[src/rtl/up_down_counter_p_if.sv]
// Control/status bundle for the up/down counter.
// The master drives the controls and the slave returns the count and flags.
interface up_down_counter_p_if #(
   parameter int WIDTH = 4
);
   logic             clr;
   logic             load;
   logic [WIDTH-1:0] load_val;
   logic             en;
   logic             up;
   logic [WIDTH-1:0] count;
   logic             tc;
   logic             wrap;
   logic             sat;

   modport master (
      output clr, load, load_val, en, up,
      input  count, tc, wrap, sat
   );

   modport slave (
      input  clr, load, load_val, en, up,
      output count, tc, wrap, sat
   );
endinterface

[src/rtl/up_down_counter_p.sv]
// Modulo-MODULUS up/down counter with clear, clamped load,
// terminal count, wrap pulse and optional saturation at the range ends.
module up_down_counter_p #(
   parameter int     WIDTH    = 4,
   parameter longint MODULUS  = 16,
   parameter bit     SATURATE = 1'b0
) (
   input  logic                clk,
   input  logic                reset_n,
   up_down_counter_p_if.slave  bus
);

   localparam logic [WIDTH-1:0] MAX = WIDTH'(MODULUS - 1);

   logic [WIDTH-1:0] count_q;
   logic [WIDTH-1:0] count_d;
   logic             wrap_q;
   logic             wrap_d;
   logic             sat_q;
   logic             sat_d;
   logic             at_top;
   logic             at_bot;
   logic             at_end;

   assign at_top = (count_q == MAX);
   assign at_bot = (count_q == '0);
   assign at_end = (bus.up & at_top) | (~bus.up & at_bot);

   assign bus.tc    = bus.en & at_end;
   assign bus.count = count_q;
   assign bus.wrap  = wrap_q;
   assign bus.sat   = sat_q;

   always_comb begin
      count_d = count_q;
      wrap_d  = 1'b0;
      sat_d   = sat_q;
      if (bus.clr) begin
         count_d = '0;
         sat_d   = 1'b0;
      end else if (bus.load) begin
         count_d = (bus.load_val > MAX) ? MAX : bus.load_val;
         sat_d   = 1'b0;
      end else if (bus.en) begin
         if (at_end) begin
            if (SATURATE) begin
               // Pulse wrap only on the first holding cycle.
               wrap_d = ~sat_q;
               sat_d  = 1'b1;
            end else begin
               count_d = bus.up ? '0 : MAX;
               wrap_d  = 1'b1;
               sat_d   = 1'b0;
            end
         end else begin
            count_d = bus.up ? count_q + 1'b1 : count_q - 1'b1;
            sat_d   = 1'b0;
         end
      end
   end

   always_ff @(posedge clk or negedge reset_n) begin
      if (!reset_n) begin
         count_q <= '0;
         wrap_q  <= 1'b0;
         sat_q   <= 1'b0;
      end else begin
         count_q <= count_d;
         wrap_q  <= wrap_d;
         sat_q   <= sat_d;
      end
   end

endmodule

[src/flat_wrapper.sv]
// flat-port wrapper written by rule: the top's interface ports become plain ports
module up_down_counter_p_flat 
#(
   parameter int     WIDTH    = 4,
   parameter longint MODULUS  = 16,
   parameter bit     SATURATE = 1'b0
)
  (clk, reset_n, bus_clr, bus_load, bus_load_val, bus_en, bus_up, bus_count, bus_tc, bus_wrap, bus_sat);
  up_down_counter_p_if #(.WIDTH(WIDTH)) bus_i ();
  input  logic clk;
  input  logic reset_n;
  input wire logic [$bits(bus_i.clr)-1:0] bus_clr;
  input wire logic [$bits(bus_i.load)-1:0] bus_load;
  input wire logic [$bits(bus_i.load_val)-1:0] bus_load_val;
  input wire logic [$bits(bus_i.en)-1:0] bus_en;
  input wire logic [$bits(bus_i.up)-1:0] bus_up;
  output wire logic [$bits(bus_i.count)-1:0] bus_count;
  output wire logic [$bits(bus_i.tc)-1:0] bus_tc;
  output wire logic [$bits(bus_i.wrap)-1:0] bus_wrap;
  output wire logic [$bits(bus_i.sat)-1:0] bus_sat;
  assign bus_i.clr = bus_clr;
  assign bus_i.load = bus_load;
  assign bus_i.load_val = bus_load_val;
  assign bus_i.en = bus_en;
  assign bus_i.up = bus_up;
  assign bus_count = bus_i.count;
  assign bus_tc = bus_i.tc;
  assign bus_wrap = bus_i.wrap;
  assign bus_sat = bus_i.sat;
  up_down_counter_p #(.WIDTH(WIDTH), .MODULUS(MODULUS), .SATURATE(SATURATE)) u_core (.clk(clk), .reset_n(reset_n), .bus(bus_i));
endmodule
[config.mk]
export PLATFORM = sky130hd
export DESIGN_NAME = up_down_counter_p_flat
export DESIGN_NICKNAME = d
export VERILOG_FILES = /design/src/rtl/up_down_counter_p_if.sv /design/src/rtl/up_down_counter_p.sv /design/src/flat_wrapper.sv
export SDC_FILE = /design/constraint.sdc
export NUM_CORES = 1
export LEC_CHECK = 0
export BUFFER_PORTS_ARGS = -buffer_cell sky130_fd_sc_hd__buf_2
export CAP_MARGIN = 5
export CORE_AREA = 4 4 41 43
export DETAILED_ROUTE_END_ITERATION = 7
export DIE_AREA = 0 0 45 47
export GPL_ROUTABILITY_DRIVEN = 0
export PLACE_DENSITY = 0.67
export SLEW_MARGIN = 5
export SYNTH_ARGS = -nofsm -noshare
export SYNTH_HDL_FRONTEND = slang
export SYNTH_SLANG_ARGS = --single-unit
[constraint.sdc]
create_clock -name clk -period 2.4 [get_ports clk]
set_clock_uncertainty 0.2 [all_clocks]
set_input_delay 0.12 -clock clk [delete_from_list [all_inputs] [get_ports clk]]
set_output_delay 0.12 -clock clk [all_outputs]
set_load 0.02 [all_outputs]
Word level (Yosys, flattened, before mapping)

Cells that the tools add are included.

Output and inout bits: 7
Input port bits: 10
Flip-flop bits (word level): 6
Logic and storage cells: 28

Eq/ne operators: 1
Multiplexer cells: 14
Reductions and logical operators: 2
Bitwise operators: 5
Add/subtract/negate cells: 2
Order comparisons: 1

Operators by type and width:

| kind                                                                | count |
|---|---|
| 4-bit 2-to-1 mux                                                    | 7 |
| 1-bit 2-to-1 mux                                                    | 7 |
| 4-bit by 1-bit adder with 4-bit output (second input constant)      | 1 |
| 4-bit equality test (second input constant)                         | 1 |
| 4-bit greater-than comparator (second input constant)               | 1 |
| 4-bit zero test                                                     | 1 |
| 4-bit by 1-bit subtractor with 4-bit output (second input constant) | 1 |
| 1-bit AND                                                           | 3 |
| 3-bit nonzero test                                                  | 1 |
| 1-bit NOT                                                           | 1 |
| 1-bit bitwise OR                                                    | 1 |

Logic depth before layout (Yosys ltp)

Gate-level depths: netlist (run 1).

Depth after elaboration: 7
Depth in mapped cells: 6
Depth with buffers taken out: 6

Worst setup path after synthesis (run 1)

No wires, ideal clock.

Path kind: reg-to-reg
Start: register u_core.count_q[0] (netlist: u_core.bus.count[0])
End: register u_core.wrap_q (netlist: u_core.bus.wrap)
Arrival time: 1.621 ns
Path slack: 0.499 ns
Library setup time: 0.080 ns
Buffers on the path: 0
Clock period less this slack: 1.901 ns
Data required time: 2.120 ns
Cell stages (with the launch flop): 5
Cells stage by stage: dfrtp_1 or4_4 nor2_4 o21a_1 nor3b_2

Cells in the longest elaborated chain, start to end: 7
Elaborated cells on any way between the ends: 9
Classes of those cells: eq/ne (1); mux (4); bitwise (3); reduce/logical (1)

RTL lines:

| item                                                   | RTL line                                         | source |
|---|---|---|
| from (decl)                                            | up_down_counter_p.sv:15                          | `logic [WIDTH-1:0] count_q;` |
| from (signal assigned)                                 | up_down_counter_p.sv:68                          | `count_q <= count_d;` |
| 4-bit equality test or 4-bit zero test (tied branches) | up_down_counter_p.sv:25, up_down_counter_p.sv:26 |  |
| 1-bit AND                                              | up_down_counter_p.sv:27                          | `assign at_end = (bus.up & at_top) \| (~bus.up & at_bot);` |
| 1-bit bitwise OR *                                     | up_down_counter_p.sv:27                          |  |
| 1-bit 2-to-1 mux *                                     | up_down_counter_p.sv:45                          | `if (at_end) begin` |
| 1-bit 2-to-1 mux *                                     | up_down_counter_p.sv:44                          | `end else if (bus.en) begin` |
| 1-bit 2-to-1 mux *                                     | up_down_counter_p.sv:41                          | `end else if (bus.load) begin` |
| 1-bit 2-to-1 mux *                                     | up_down_counter_p.sv:38                          | `if (bus.clr) begin` |
| via u_core.wrap_d                                      | up_down_counter_p.sv:18                          | `logic wrap_d;` |
| to (signal assigned)                                   | up_down_counter_p.sv:69                          | `wrap_q <= wrap_d;` |
| to (decl)                                              | up_down_counter_p.sv:17                          | `logic wrap_q;` |

Mark *: on every way through the listed nets, which the timed path passes. The rest lies on a longest branch.
A chain may end at the register's enable or synchronous reset.

Final worst setup path (run 1)

Start: register u_core.count_q[0] (netlist: u_core.bus.count[0])
End: register u_core.count_q[1] (netlist: u_core.bus.count[1])

Cells in the longest elaborated chain, start to end: 7
Elaborated cells on any way between the ends: 12
Classes of those cells: add/sub (2); eq/ne (1); mux (5); bitwise (3); reduce/logical (1)

RTL lines:

| item                                                                                                | RTL line |
|---|---|
| parallel branches: the longest is 3 deep, another holds 4-bit by 1-bit subtractor with 4-bit output | -- |
| 4-bit 2-to-1 mux *                                                                                  | up_down_counter_p.sv:45 |
| 4-bit 2-to-1 mux *                                                                                  | up_down_counter_p.sv:44 |
| 4-bit 2-to-1 mux *                                                                                  | up_down_counter_p.sv:41 |
| 4-bit 2-to-1 mux *                                                                                  | up_down_counter_p.sv:38 |

Every way passes the cells marked *. The select of a mux whose other input is x is not followed.

==> results.tsv, run 1 <==
stage	metric	value	unit
timing	Max Clk Rate	0.4324	GHz
logic_synthesis	synthesized-area fraction occupied by adder cells	0.1014	
setup_path	FF-to-FF path depth	5	
logic_synthesis	post-synthesis compound-gate area fraction	0.2169	
route	DRT Pass-1 Iters	3	
grt	vias in the first global route	442	
grt	first-pass GRT wire length	1932	microns
floorplan	Die Y	47	microns
timing	Setup TNS Final	0	ps
logic_synthesis	Post-Syn Area	444.2	sq um
floorplan	site row count	13	
grt	largest net degree at the start of global routing	11	
setup_path	max incr delay on CP	580	ps
outcome	status	complete, no violations	
layout	antenna fix cells	0	
clock_network	worst skew pair latency	240	ps
logic_synthesis	synth unique cells	26	
setup_path	stages on the worst setup path	5	
clock_network	Clock Path Buffers	2	
pwr	Clock power frac	0.316	
setup_path	family with the most delay on the worst path	simple AND/OR/NAND/NOR gates	
grt	gr ovfl total	0	
place	placed wire-length estimate	810.5	microns
setup_path	CP Buf/Inv Count	1	
pwr	internal power	0.2060	mW
route	Vias	422	
route	DR WL/cell	12.58	microns
logic_synthesis	simple-gate share of the synthesized area	0.2338	
clock_network	Clock Sinks	5	
layout	fin util	0.4865	
setup_path	startpoint class of the critical path	flip-flop	
logic_synthesis	Seq cells post-synth	5	
clock_network	clock slew at reported path FFs	40	ps
pwr	sw power	0.09917	mW
floorplan	initial core utilization	0.3413	
timing	fin crit share	0.9636	
timing	fin. max-slew vios	0	
route	drc violations	0	
setup_path	CP Capture Type	flip-flop	
route	Avg Vias per Cell	4.742	
logic_synthesis	post-synthesis sequential area ratio	0.2817	
clock_network	clk root buf	clkbuf_4	
flow_run	max cap viols	0	
layout	Nets	88	
pwr	Seq pwr share	0.336	
timing	Hold Vio Cnt, Final	0	
setup_path	Slowest-stage cell, CP	dlygate4sd3_1	
floorplan	area of the core	1301	sq um
floorplan	Die W	45	microns
logic_synthesis	Mapped Cells	48	
timing	unrepaired setup endpoints after global routing	false	
pwr	Combinational Power Share	0.349	
floorplan	die area	2115	sq um
logic_synthesis	total number of yosys warnings	0	
pwr	Final Power	0.3052	mW
logic_synthesis	Synth Area in XOR/XNOR	0.05915	
pwr	leak pwr	0.3131	nW
setup_path	critical path class	reg2reg	
logic_synthesis	syn_area_per_cell	9.254	sq um
layout	layout cells sized above 1	0.3919	
layout	area growth from synthesis to layout	42.54	%
place	IO Port Bufs	15	
setup_path	crit-path max FO	7	
logic_synthesis	largest family of logic cells by synthesized area	simple AND/OR/NAND/NOR gates	
logic_synthesis	mux share of post-synthesis cell area	0	
place	dpl ws	604.0	ps
clock_network	CTS tree	yes	
worst_hold_path	min-delay worst type	in2async	
setup_path	Arr. time, crit path	2280	ps
clock_network	htree depth	1	
grt	Tot GR Track Use	0.1325	
logic_synthesis	syn nets	61	
layout	leading cell type in the layout, fill and taps excluded	buf_2	
timing	post-route minimum period	2313	ps
pwr	Sw Share	0.3249	
pwr	Max IR drop VDD	0.0002515	V
setup_path	worst endpoint required time	2370	ps
setup_path	CP Cell Sequence	or4_4, o21ai_2, nand3_1, a221oi_2, dlygate4sd3_1	
route	antenna viol nets, final	0	
pwr	pwr dens	482.1	nW/um^2
route	routed wire length	1120	microns
timing	Setup-failing EPs final	0	
layout	# fillers	130	
route	initial DRC count	1	
layout	most frequent cells in the layout	15 x buf_2, 8 x dlygate4sd3_1, 6 x inv_1	
floorplan	Ports	17	
grt	antenna violations before repair	0	
timing	smallest setup slack after layout	87.40	ps
clock_network	CTS buffer count	3	
synth_stat cells:
| cell | number | area (sq um) |
|---|---|---|
| inv_1 | 6 | 22.52 |
| a21oi_1 | 5 | 25.02 |
| dfrtp_1 | 5 | 125.1 |
| nor2_1 | 5 | 18.77 |
| xnor2_1 | 3 | 26.28 |
| a221oi_2 | 2 | 30.03 |
| ha_1 | 2 | 25.02 |
| nor3_1 | 2 | 10.01 |
| a21o_1 | 1 | 7.510 |
| and2_2 | 1 | 7.510 |
| and4_1 | 1 | 8.760 |
| buf_4 | 1 | 7.510 |
| clkbuf_8 | 1 | 13.76 |
| conb_1 | 1 | 3.750 |
| fa_1 | 1 | 20.02 |
| nand2b_1 | 1 | 6.260 |
| nand3_1 | 1 | 5.000 |
| nand4_1 | 1 | 6.260 |
| nor2_4 | 1 | 11.26 |
| nor2b_1 | 1 | 6.260 |
| nor3b_2 | 1 | 12.51 |
| o211ai_2 | 1 | 12.51 |
| o21a_1 | 1 | 7.510 |
| o21ai_1 | 1 | 5.000 |
| o21ai_2 | 1 | 8.760 |
| or4_4 | 1 | 11.26 |
per-layer routing:
metal | share of wire | global-route usage | vias up
met3 | 0.051 | 0.03831 | 4
li1 | - | - | 218
met1 | 0.43 | 0.1475 | 185
met2 | 0.48 | 0.2119 | 15
met4 | 0.033 | 0.1053 | 0
met5 | 0 | 0 | -
power groups by stage:
stage	logic (mW)	registers, mW	clock network [mW]
final	0.106	0.102	0.0964
after global routing	0.117	0.104	0.113
after CTS	0.104	0.102	0.101
after detailed placement	0.0912	0.103	0
after global placement	0.0908	0.103	0
after floorplan	0.0593	0.108	0
cell type report:
cell class / count / area (sq um) / area share
inverter: 6 / 22.52 / 0.03557
multi-input combinational: 35 / 275.3 / 0.4348
sequential: 5 / 127.6 / 0.2016
clock buffer: 4 / 26.28 / 0.04150
timing repair buffer: 24 / 162.7 / 0.2569
tap: 15 / 18.77 / 0.02964
path summary, 6_finish.rpt:
path | end | slack (ps) | start
setup reg to reg | u_core.bus.count[1]$_DFFE_PN0P_ | 90 | u_core.bus.count[0]$_DFFE_PN0P_
hold / removal | u_core.bus.count[0]$_DFFE_PN0P_ | 40 | reset_n
setup / recovery | u_core.bus.count[1]$_DFFE_PN0P_ | 90 | u_core.bus.count[0]$_DFFE_PN0P_
hold reg to reg | u_core.bus.count[3]$_DFFE_PN0P_ | 610 | u_core.bus.count[3]$_DFFE_PN0P_
min in group clk | u_core.bus.count[3]$_DFFE_PN0P_ | 120 | bus_load_val[3]
max in group asynchronous | u_core.bus.count[1]$_DFFE_PN0P_ | 1800 | reset_n
stage by stage:
step	cells	cell area [sq um]	hold WS (ps)
2_1_floorplan	48	444.2	-375.6
3_3_place_gp	76	516.7	-264.0
3_5_place_dp	76	516.7	-258.3
4_1_cts	88	623.1	26.04
5_1_grt	89	633.1	56.74
6_report	89	633.1	44.46
sequential cells by signal, summed over array words and instances, names as in the netlist:
register / cells
u_core.bus.wrap: 1
u_core.bus.count: 4
worst register-to-register path: stages (launching register included):
cell and delay (ps):
dfrtp_2 430, or4_4 550, o21ai_2 140, nand3_1 120
a221oi_2 230, dlygate4sd3_1 580
cell families after synthesis:
kind of cell,after synthesis
xor+xnor,3
other cells,1
buf+inv,8
compound gates,12
flops,5
fa+ha+maj,3
simple gates,16
repair_timing:
item / CTS / global route
endpoints found under the setup margin: 0 / 2
resized for setup: 0 / 2
endpoints found under the hold margin: 9 / 0
hold buffers: 8 / 0
setup buffers: 0 / 1
(Power assumes the default switching activity.)
==> run 2, diff against run 1 <==
- BUFFER_PORTS_ARGS: -buffer_cell sky130_fd_sc_hd__buf_2 -> default
- CTS_BUF_LIST: default -> sky130_fd_sc_hd__clkbuf_4 sky130_fd_sc_hd__clkbuf_8
- DONT_BUFFER_PORTS: default -> 1
- PLACE_DENSITY: 0.67 -> default
- PLACE_DENSITY_LB_ADDON: default -> 0.08
==> run 2 against run 1 <==
Design area shrank 8.5%. Largest cell class unchanged. Hold slack got worse by 41 ps. Register-to-register slack better by 320 ps. Clock power rose by 12%. Flip-flop and latch count unchanged.
==> results.tsv, run 2 (synthesis gave the netlist of run 1 again) <==
stage	metric	value	unit	change
outcome	status	complete, no violations		
worst_hold_path	min-delay worst type	in2reg		
route	drc violations	0		unchanged
setup_path	worst endpoint required time	2080	ps	-290 ps
floorplan	initial core utilization	0.3413		unchanged
layout	area growth from synthesis to layout	30.42	%	
clock_network	htree depth	1		unchanged
setup_path	critical path class	reg2out		
setup_path	CP Cell Sequence	or4_4, nor2_4, o21a_1, buf_4		
clock_network	clock slew at reported path FFs	50	ps	about the same
floorplan	Die W	45	microns	unchanged
route	initial DRC count	2		+1
floorplan	Ports	17		unchanged
setup_path	CP Capture Type	primary output		
grt	gr ovfl total	0		unchanged
pwr	Max IR drop VDD	0.0004578	V	+82%
setup_path	max incr delay on CP	620	ps	+40 ps
timing	Setup TNS Final	0	ps	unchanged
grt	antenna violations before repair	0		unchanged
setup_path	startpoint class of the critical path	flip-flop		
grt	largest net degree at the start of global routing	9		-2
pwr	leak pwr	0.2578	nW	-18%
setup_path	family with the most delay on the worst path	simple AND/OR/NAND/NOR gates		
floorplan	die area	2115	sq um	unchanged
floorplan	area of the core	1301	sq um	unchanged
layout	most frequent cells in the layout	10 x dlygate4sd3_1, 6 x inv_1, 5 x a21oi_1, 5 x nor2_1, 5 x dfrtp_1		
layout	antenna fix cells	0		unchanged
route	Vias	372		-12%
timing	Max Clk Rate	0.4682	GHz	+8.3%
pwr	pwr dens	522.5	nW/um^2	+8.4%
route	routed wire length	1053	microns	-6.0%
route	antenna viol nets, final	0		unchanged
clock_network	Clock Sinks	5		unchanged
layout	area of the multi-input gates	275.3	sq um	unchanged
clock_network	Clock Path Buffers	2		unchanged
flow_run	max cap viols	0		unchanged
clock_network	CTS tree	yes		
clock_network	worst skew pair latency	240	ps	about the same
route	Avg Vias per Cell	4.895		+3.2%
floorplan	site row count	13		unchanged
grt	Tot GR Track Use	0.1087		-0.02381
timing	unrepaired setup endpoints after global routing	false		
route	DRT Pass-1 Iters	4		+1
layout	Nets	75		-15%
pwr	Final Power	0.3027	mW	-0.82%
timing	hold slack	3.298	ps	-41.17 ps
grt	first-pass GRT wire length	1642	microns	-15%
setup_path	Arr. time, crit path	1820	ps	-460 ps
setup_path	CP Buf/Inv Count	1		unchanged
timing	fin. max-slew vios	0		unchanged
setup_path	Slowest-stage cell, CP	or4_4		
layout	# fillers	134		+3.1%
floorplan	Die Y	47	microns	unchanged
layout	layout cells sized above 1	0.2131		-0.1788
place	placed wire-length estimate	796	microns	-1.8%
timing	Setup-failing EPs final	0		unchanged
layout	Largest register FFs	4		unchanged
clock_network	clk root buf	clkbuf_4		
layout	leading cell type in the layout, fill and taps excluded	dlygate4sd3_1		
grt	vias in the first global route	393		-11%
clock_network	CTS buffer count	3		unchanged
setup_path	crit-path max FO	7		unchanged
clock_network	postcts setup bufs	0		unchanged
timing	Hold Vio Cnt, Final	0		unchanged
timing	post-route minimum period	2136	ps	-176.8 ps
timing	fin crit share	0.8899		-0.07366
place	IO Port Bufs	0		-15
route	DR WL/cell	13.86	microns	+10%
layout	register area	125.1	sq um	-2.0%
[run 2: changes by cell type in the layout (fill, tap and decap cells not counted), sizes merged]
| cell | before | now |
|---|---|---|
| dlygate4sd3 | 8 | 10 |
| buf | 16 | 1 |
[run 2: layer usage]
| metal | share of wire | global-route usage | up-vias |
|---|---|---|---|
| met5 | 0 | 0 | - |
| li1 | - | - | 189 |
| met3 | 0.11 | 0.06513 | 0 |
| met4 | 0 | 0.01754 | 0 |
| met1 | 0.43 | 0.1244 | 167 |
| met2 | 0.46 | 0.1780 | 16 |
[run 2: power breakdown]
part	leakage, nW	internal [mW]	switching [mW]
clock network	0.0184	0.0741	0.0337
logic	0.174	0.0439	0.0399
registers	0.0654	0.0904	0.0207
total	0.258	0.208	0.0943
[run 2: cell type report]
| type | instances | area share |
|---|---|---|
| clock buffer | 4 | 0.05184 |
| inverter | 6 | 0.03888 |
| multi-input combinational | 35 | 0.4752 |
| sequential | 5 | 0.2160 |
| tap | 15 | 0.03240 |
| timing repair buffer | 11 | 0.1857 |
[run 2: worst paths after layout]
kind	startpoint	end	slack, ps	depth (start not counted)
setup / recovery	u_core.bus.count[0]$_DFFE_PN0P_	bus_tc	260	4
hold / removal	bus_load	u_core.bus.count[3]$_DFFE_PN0P_	3	3
setup reg to reg	u_core.bus.count[0]$_DFFE_PN0P_	u_core.bus.count[2]$_DFFE_PN0P_	410	5
hold reg to reg	u_core.bus.count[1]$_DFFE_PN0P_	u_core.bus.count[1]$_DFFE_PN0P_	670	2
max in group asynchronous	reset_n	u_core.bus.wrap$_DFF_PN0_	1310	2
min in group asynchronous	reset_n	u_core.bus.count[0]$_DFFE_PN0P_	490	2
[run 2: metrics by stage]
stage / instance area, sq um / utilization / cells / worst slack [ps]
after detailed placement: 449.2 / 0.3452 / 62 / 403.6
after global placement: 449.2 / 0.3452 / 62 / 449.5
final: 579.3 / 0.4452 / 76 / 264.2
after global routing: 579.3 / 0.4452 / 76 / 197.0
after floorplan: 444.2 / - / 48 / 498.7
after CTS: 579.3 / 0.4452 / 76 / 255.1
[run 2: what timing repair did]
action / 4_1_cts / 5_1_grt
hold endpoints to repair: 10 / 0
gates resized for setup: 0 / 0
hold buffers: 10 / 0
[run 2: worst register-to-register path, stage by stage, from the launching register on]
cell and delay [ps]:
dfrtp_1 570, inv_1 120, fa_1 450, xnor2_1 220
o211ai_2 100, a221oi_2 230
